## config.mk

```make
export PLATFORM = sky130hd
export DESIGN_NAME = asp_hostmem_rd_burst_splitter
export DESIGN_NICKNAME = d
export VERILOG_FILES = /design/src/rtl/asp_hostmem_rd_burst_splitter.sv
export SDC_FILE = /design/constraint.sdc
export NUM_CORES = 1
export LEC_CHECK = 0
export CAP_MARGIN = 0
export CORE_AREA = 2 2 458 460
export CTS_BUF_LIST = sky130_fd_sc_hd__clkbuf_16
export DETAILED_ROUTE_END_ITERATION = 8
export DIE_AREA = 0 0 460 462
export PLACE_DENSITY = 0.3
export SKIP_CTS_REPAIR_TIMING = 1
export SYNTH_ARGS = -nofsm -noshare
export SYNTH_HDL_FRONTEND = slang
export SYNTH_SLANG_ARGS = --single-unit
```

## constraint.sdc

```tcl
create_clock -name clk -period 10.2 [get_ports clk]
set_input_delay 1.02 -clock clk [delete_from_list [all_inputs] [get_ports clk]]
set_output_delay 1.02 -clock clk [all_outputs]
set_load 0.05 [all_outputs]
```

## src/rtl/asp_hostmem_rd_burst_splitter.sv

```systemverilog
// Splits upstream host-memory read bursts into fragments that neither cross a
// page nor exceed the channel's maximum burst; read responses pass straight through.
module asp_hostmem_rd_burst_splitter #(
  parameter int ADDR_WIDTH         = 48,
  parameter int DATA_WIDTH         = 512,
  parameter int USER_WIDTH         = 8,
  parameter int IN_BURSTCNT_WIDTH  = 8,
  parameter int OUT_BURSTCNT_WIDTH = 6,
  parameter int MAX_OUT_BURST      = 32,
  parameter int PAGE_LINES_LOG2    = 6
) (
  input  logic                          clk,
  input  logic                          reset_n,
  input  logic [ADDR_WIDTH-1:0]         s_address,
  input  logic [IN_BURSTCNT_WIDTH-1:0]  s_burstcount,
  input  logic [USER_WIDTH-1:0]         s_user,
  input  logic                          s_read,
  output logic                          s_waitrequest,
  output logic [DATA_WIDTH-1:0]         s_readdata,
  output logic                          s_readdatavalid,
  output logic [ADDR_WIDTH-1:0]         m_address,
  output logic [OUT_BURSTCNT_WIDTH-1:0] m_burstcount,
  output logic [USER_WIDTH-1:0]         m_user,
  output logic                          m_read,
  input  logic                          m_waitrequest,
  input  logic [DATA_WIDTH-1:0]         m_readdata,
  input  logic                          m_readdatavalid,
  output logic [31:0]                   frag_count,
  output logic                          err_zero_burst
);

  localparam int PL   = PAGE_LINES_LOG2;
  localparam int LW_A = (IN_BURSTCNT_WIDTH > PL + 1) ? IN_BURSTCNT_WIDTH : PL + 1;
  localparam int LW_B = $clog2(MAX_OUT_BURST) + 1;
  localparam int LW   = (LW_A > LW_B) ? LW_A : LW_B;

  typedef enum logic [0:0] {ST_IDLE = 1'b0, ST_ISSUE = 1'b1} state_t;

  // Fragment length is the smallest of what is left, the channel limit and the
  // distance to the next page boundary (never zero, even at offset 0).
  function automatic logic [LW-1:0] frag_len_f(input logic [PL-1:0]                addr_lo,
                                               input logic [IN_BURSTCNT_WIDTH-1:0] rem);
    logic [LW-1:0] to_page;
    logic [LW-1:0] rem_w;
    logic [LW-1:0] len;
    to_page = (LW'(1'b1) << PL) - LW'(addr_lo);
    rem_w   = LW'(rem);
    len     = (rem_w < LW'(MAX_OUT_BURST)) ? rem_w : LW'(MAX_OUT_BURST);
    len     = (to_page < len) ? to_page : len;
    return len;
  endfunction

  state_t                          state_r;
  logic [ADDR_WIDTH-1:0]           cur_addr_r;
  logic [IN_BURSTCNT_WIDTH-1:0]    remaining_r;
  logic [USER_WIDTH-1:0]           user_r;
  logic [OUT_BURSTCNT_WIDTH-1:0]   burst_r;
  logic                            m_read_r;
  logic                            s_wait_r;
  logic [31:0]                     frag_count_r;
  logic                            err_r;

  logic [LW-1:0]                   first_len_s;
  logic [LW-1:0]                   cur_len_s;
  logic [ADDR_WIDTH-1:0]           next_addr_s;
  logic [IN_BURSTCNT_WIDTH-1:0]    next_rem_s;
  logic [LW-1:0]                   next_len_s;
  logic                            last_s;

  // Lengths for the first fragment of a new burst and for the fragment after the current one.
  always_comb begin
    first_len_s = frag_len_f(s_address[PL-1:0], s_burstcount);
    cur_len_s   = LW'(burst_r);
    next_addr_s = cur_addr_r + ADDR_WIDTH'(cur_len_s);
    next_rem_s  = remaining_r - IN_BURSTCNT_WIDTH'(cur_len_s);
    next_len_s  = frag_len_f(next_addr_s[PL-1:0], next_rem_s);
    last_s      = (LW'(remaining_r) == cur_len_s);
  end

  // Splitter FSM with registered request outputs, fragment counter and error flag.
  always_ff @(posedge clk or negedge reset_n) begin
    if (!reset_n) begin
      state_r      <= ST_IDLE;
      cur_addr_r   <= '0;
      remaining_r  <= '0;
      user_r       <= '0;
      burst_r      <= '0;
      m_read_r     <= 1'b0;
      s_wait_r     <= 1'b0;
      frag_count_r <= 32'd0;
      err_r        <= 1'b0;
    end else begin
      case (state_r)
        ST_IDLE: begin
          if (s_read) begin
            if (s_burstcount != '0) begin
              state_r     <= ST_ISSUE;
              cur_addr_r  <= s_address;
              remaining_r <= s_burstcount;
              user_r      <= s_user;
              burst_r     <= OUT_BURSTCNT_WIDTH'(first_len_s);
              m_read_r    <= 1'b1;
              s_wait_r    <= 1'b1;
            end else begin
              err_r <= 1'b1;
            end
          end else begin
            s_wait_r <= 1'b0;
          end
        end
        ST_ISSUE: begin
          if (!m_waitrequest) begin
            if (frag_count_r != 32'hFFFF_FFFF) begin
              frag_count_r <= frag_count_r + 32'd1;
            end else begin
              frag_count_r <= frag_count_r;
            end
            if (last_s) begin
              state_r  <= ST_IDLE;
              m_read_r <= 1'b0;
              s_wait_r <= 1'b0;
            end else begin
              cur_addr_r  <= next_addr_s;
              remaining_r <= next_rem_s;
              burst_r     <= OUT_BURSTCNT_WIDTH'(next_len_s);
            end
          end else begin
            m_read_r <= 1'b1;
          end
        end
        default: begin
          state_r  <= ST_IDLE;
          m_read_r <= 1'b0;
          s_wait_r <= 1'b0;
        end
      endcase
    end
  end

  assign s_waitrequest   = s_wait_r;
  assign m_read          = m_read_r;
  assign m_address       = cur_addr_r;
  assign m_burstcount    = burst_r;
  assign m_user          = user_r;
  assign frag_count      = frag_count_r;
  assign err_zero_burst  = err_r;
  assign s_readdata      = m_readdata;
  assign s_readdatavalid = m_readdatavalid;

endmodule

```

==> run summary <==
Comb pwr share - 0.652
Met2 usage - 0.1321
Clk pin slew, worst setup/hold paths - 90 ps
Max-Cap Viols - 0
Clock skew - 17.87 ps
Min cycle time layout - 4550 ps
Clock power share - 0.127
Synthesized flop and latch total - 106
Slew HR - 0.2969
GRT met1 Usage - 0.05437
Number of core rows - 168
Routed WL - 100800 microns
Status - finished clean
Initial antenna violation count - 13
Clk_lat worst skew - 440 ps
Port bufs - 164
Endpoint, Worst Hold - m_user[3]
DRC - 0
DR vias/cell - 2.134
Fin crit share - 0.4461
Initial Util - 0.05230
Remaining global-route overflow - 0
Synth Cell Area - 10880 sq um
CP Class - reg2reg
RSZ-0062 raised after global routing - no
Core area - 208100 sq um
GR Util met3 - 0.1225
Die Y - 462 microns
Crit path arrival time - 4890 ps
Drt pass-1 iters - 5
Synth warn - 0
Switching power - 1.990 mW
Die Area - 212500 sq um
Synth area leaders - buf_4 35%, dfrtp_1 24%, nand2_1 4.0%, mux2i_1 3.6%, ha_1 3.1%
CP max stage delay - 640 ps
Layout cells sized above 1 - 0.06120
Syn_area_per_cell - 8.263 sq um
P_int - 1.580 mW
GRT Total Usage - 0.09077
Most common cell in the synthesized netlist - buf_4
H-Tree Depth - 3
Layout Nets - 1569
Slowest CP cell - a221oi_1
Average routed wire per standard cell - 27.34 microns
Maximum clock frequency - 219.8 MHz
Critical Path Source Type - flip-flop
Die Width - 460 microns
CP endpoint kind - flip-flop
Worst hold-check path type - reg2reg
Top cells by count, synth - 514 x buf_4, 117 x nand2_1, 106 x dfrtp_1, 62 x a21oi_1
Reg2reg setup slack - 5650 ps
Post-route setup TNS - 0 ps
Vias in the first global route - 7938
Largest net degree at the start of global routing - 71
Hold WS - 480.4 ps
Worst VDD drop - 0.00009852 V
Worst Reg-to-Reg Cells - 14
Routed vias - 7867
CTS tree - yes
Yosys cell types - 77
Sequential cell area fraction in the yosys report - 0.2437
Clk buf depth - 2
Biggest area consumer among synthesized cells - buf_4
Final hold viol count - 0
Worst reg2reg path endpoint - m_burstcount[2]
Crit Path Max Fanout - 9
CTS Sinks - 106
Hold Startpoint - m_user[3]
Leakage - 3.688 nW
Post-synth top area share - 0.3546
Placer Congestion - 0.7012
Post-synth EDFFs - 0
Area grow syn2layout - 14.08%
Synth Instances - 1317
Gr busiest metal - met2
Antenna-violating nets left - 0
Top FF cell, synth - dfrtp_1
Endpoints failing setup - 0
Reg power frac - 0.221
Worst path required time - 10540 ps
Post-DP HPWL - 89000 microns
Critical path, cell by cell - inv_1, ha_1, nand3_1, a211o_1, a221oi_1, and3_1, nand2_1, ha_1, a21oi_1, o221ai_1, nor3_1, a41o_1, mux2_2, o221ai_1
First-pass GRT wire length - 118400 microns
Power per standard cell area - 287.6 nW/um^2
# IOs - 1191
Sw Share - 0.5574
Hold Path Depth - 2
Slew @ Worst Pin - 1028 ps
Root buffer cell - clkbuf_16
Slew Viols, Final - 0
Async set-reset flop share out of synthesis - 1.000
Iter 0 DRT Violations - 413
Num CTS Buffers - 9
Reg-to-reg critical path startpoint - m_burstcount[5]
kinds of logic after synthesis:
family	Yosys count	share of synthesized area
muxes	41	0.03794
DFF	106	0.2437
xor gates and xnor gates	43	0.03461
buffers and inverters	581	0.3810
AOI/OAI and AO/OA	214	0.1315
and+or+nand+nor	302	0.1361
other	1	0.0003446
adders and majority gates	29	0.03472
metrics by stage:
stage / worst slack [ps] / util / area (sq um) / instances / power, mW
2_1_floorplan: 6079 / - / 10890 / 1318 / 2.802
3_3_place_gp: 5471 / 0.05801 / 12070 / 3668 / 3.188
3_5_place_dp: 5425 / 0.05801 / 12070 / 3668 / 3.189
4_1_cts: 5612 / 0.05964 / 12410 / 3684 / 3.692
5_1_grt: 5387 / 0.05965 / 12410 / 3685 / 3.891
6_report: 5650 / 0.05966 / 12420 / 3686 / 3.571
power groups by stage:
stage	Combinational, mW	Sequential [mW]	Clock, mW
2_1_floorplan	1.67	1.13	0
3_3_place_gp	2.38	0.803	0
3_5_place_dp	2.38	0.804	0
4_1_cts	2.40	0.797	0.500
5_1_grt	2.57	0.821	0.502
6_report	2.33	0.788	0.453
worst max-delay path by stage:
| stage | start | end | slack, ps | cells past startpoint |
|---|---|---|---|---|
| 3_5_place_dp | s_burstcount[4] | m_address[27] | 5430 | 8 |
| 2_1_floorplan | m_burstcount[5] | m_burstcount[2] | 6080 | 16 |
| 5_1_grt | m_burstcount[5] | m_burstcount[2] | 5390 | 14 |
| 4_1_cts | m_burstcount[4] | m_burstcount[2] | 5610 | 14 |
| 6_report | m_burstcount[5] | m_burstcount[2] | 5650 | 14 |
| 3_3_place_gp | s_burstcount[5] | m_address[28] | 5470 | 9 |
placed cells by master, fill, tap and decap left out, types with 16 or more instances in the layout:
cell             count
ha_1                27
nand4_1             19
inv_1               28
o22ai_1             43
o21ai_0             18
buf_4               18
clkdlybuf4s50_1    163
nor2_1              43
xor2_1              16
xnor2_1             27
a21oi_1             62
nand3_1             38
dfrtp_1            105
nand2_1            116
mux2i_1             39
a211oi_1            17
layout make-up:
class                           count  area [sq um]
Antenna cell                        2         5.005
Clock buffer                        9         225.2
Clock inverter                      7         112.6
Fill cell                       24490        195700
Inverter                           29         108.9
Multi-Input combinational cell    631          4129
Sequential cell                   106          2654
Tap cell                         2720          3403
Timing Repair Buffer              182          1778
layer usage:
metal	routed length (microns)	vias to the layer above
met5	555	-
met4	7528	16
met3	29590	335
met2	42480	812
met1	20630	3413
li1	-	3291
critical path, delay by kind of cell (launching register included):
| family | cells | cell delay, ps |
|---|---|---|
| AOI/OAI and AO/OA | 6 | 1710 |
| and+or+nand+nor | 4 | 1020 |
| adders and majority gates | 2 | 750 |
| DFF | 1 | 510 |
| muxes | 1 | 380 |
| buffers and inverters | 1 | 80 |
registers in the layout, indices dropped and copies added (netlist names):
signal,flops
m_burstcount,6
m_user,8
m_address,48
m_read,1
state_r,1
err_zero_burst,1
frag_count,32
remaining_r,8
s_waitrequest,1
No activity file was read; power rests on OpenSTA's default activity.
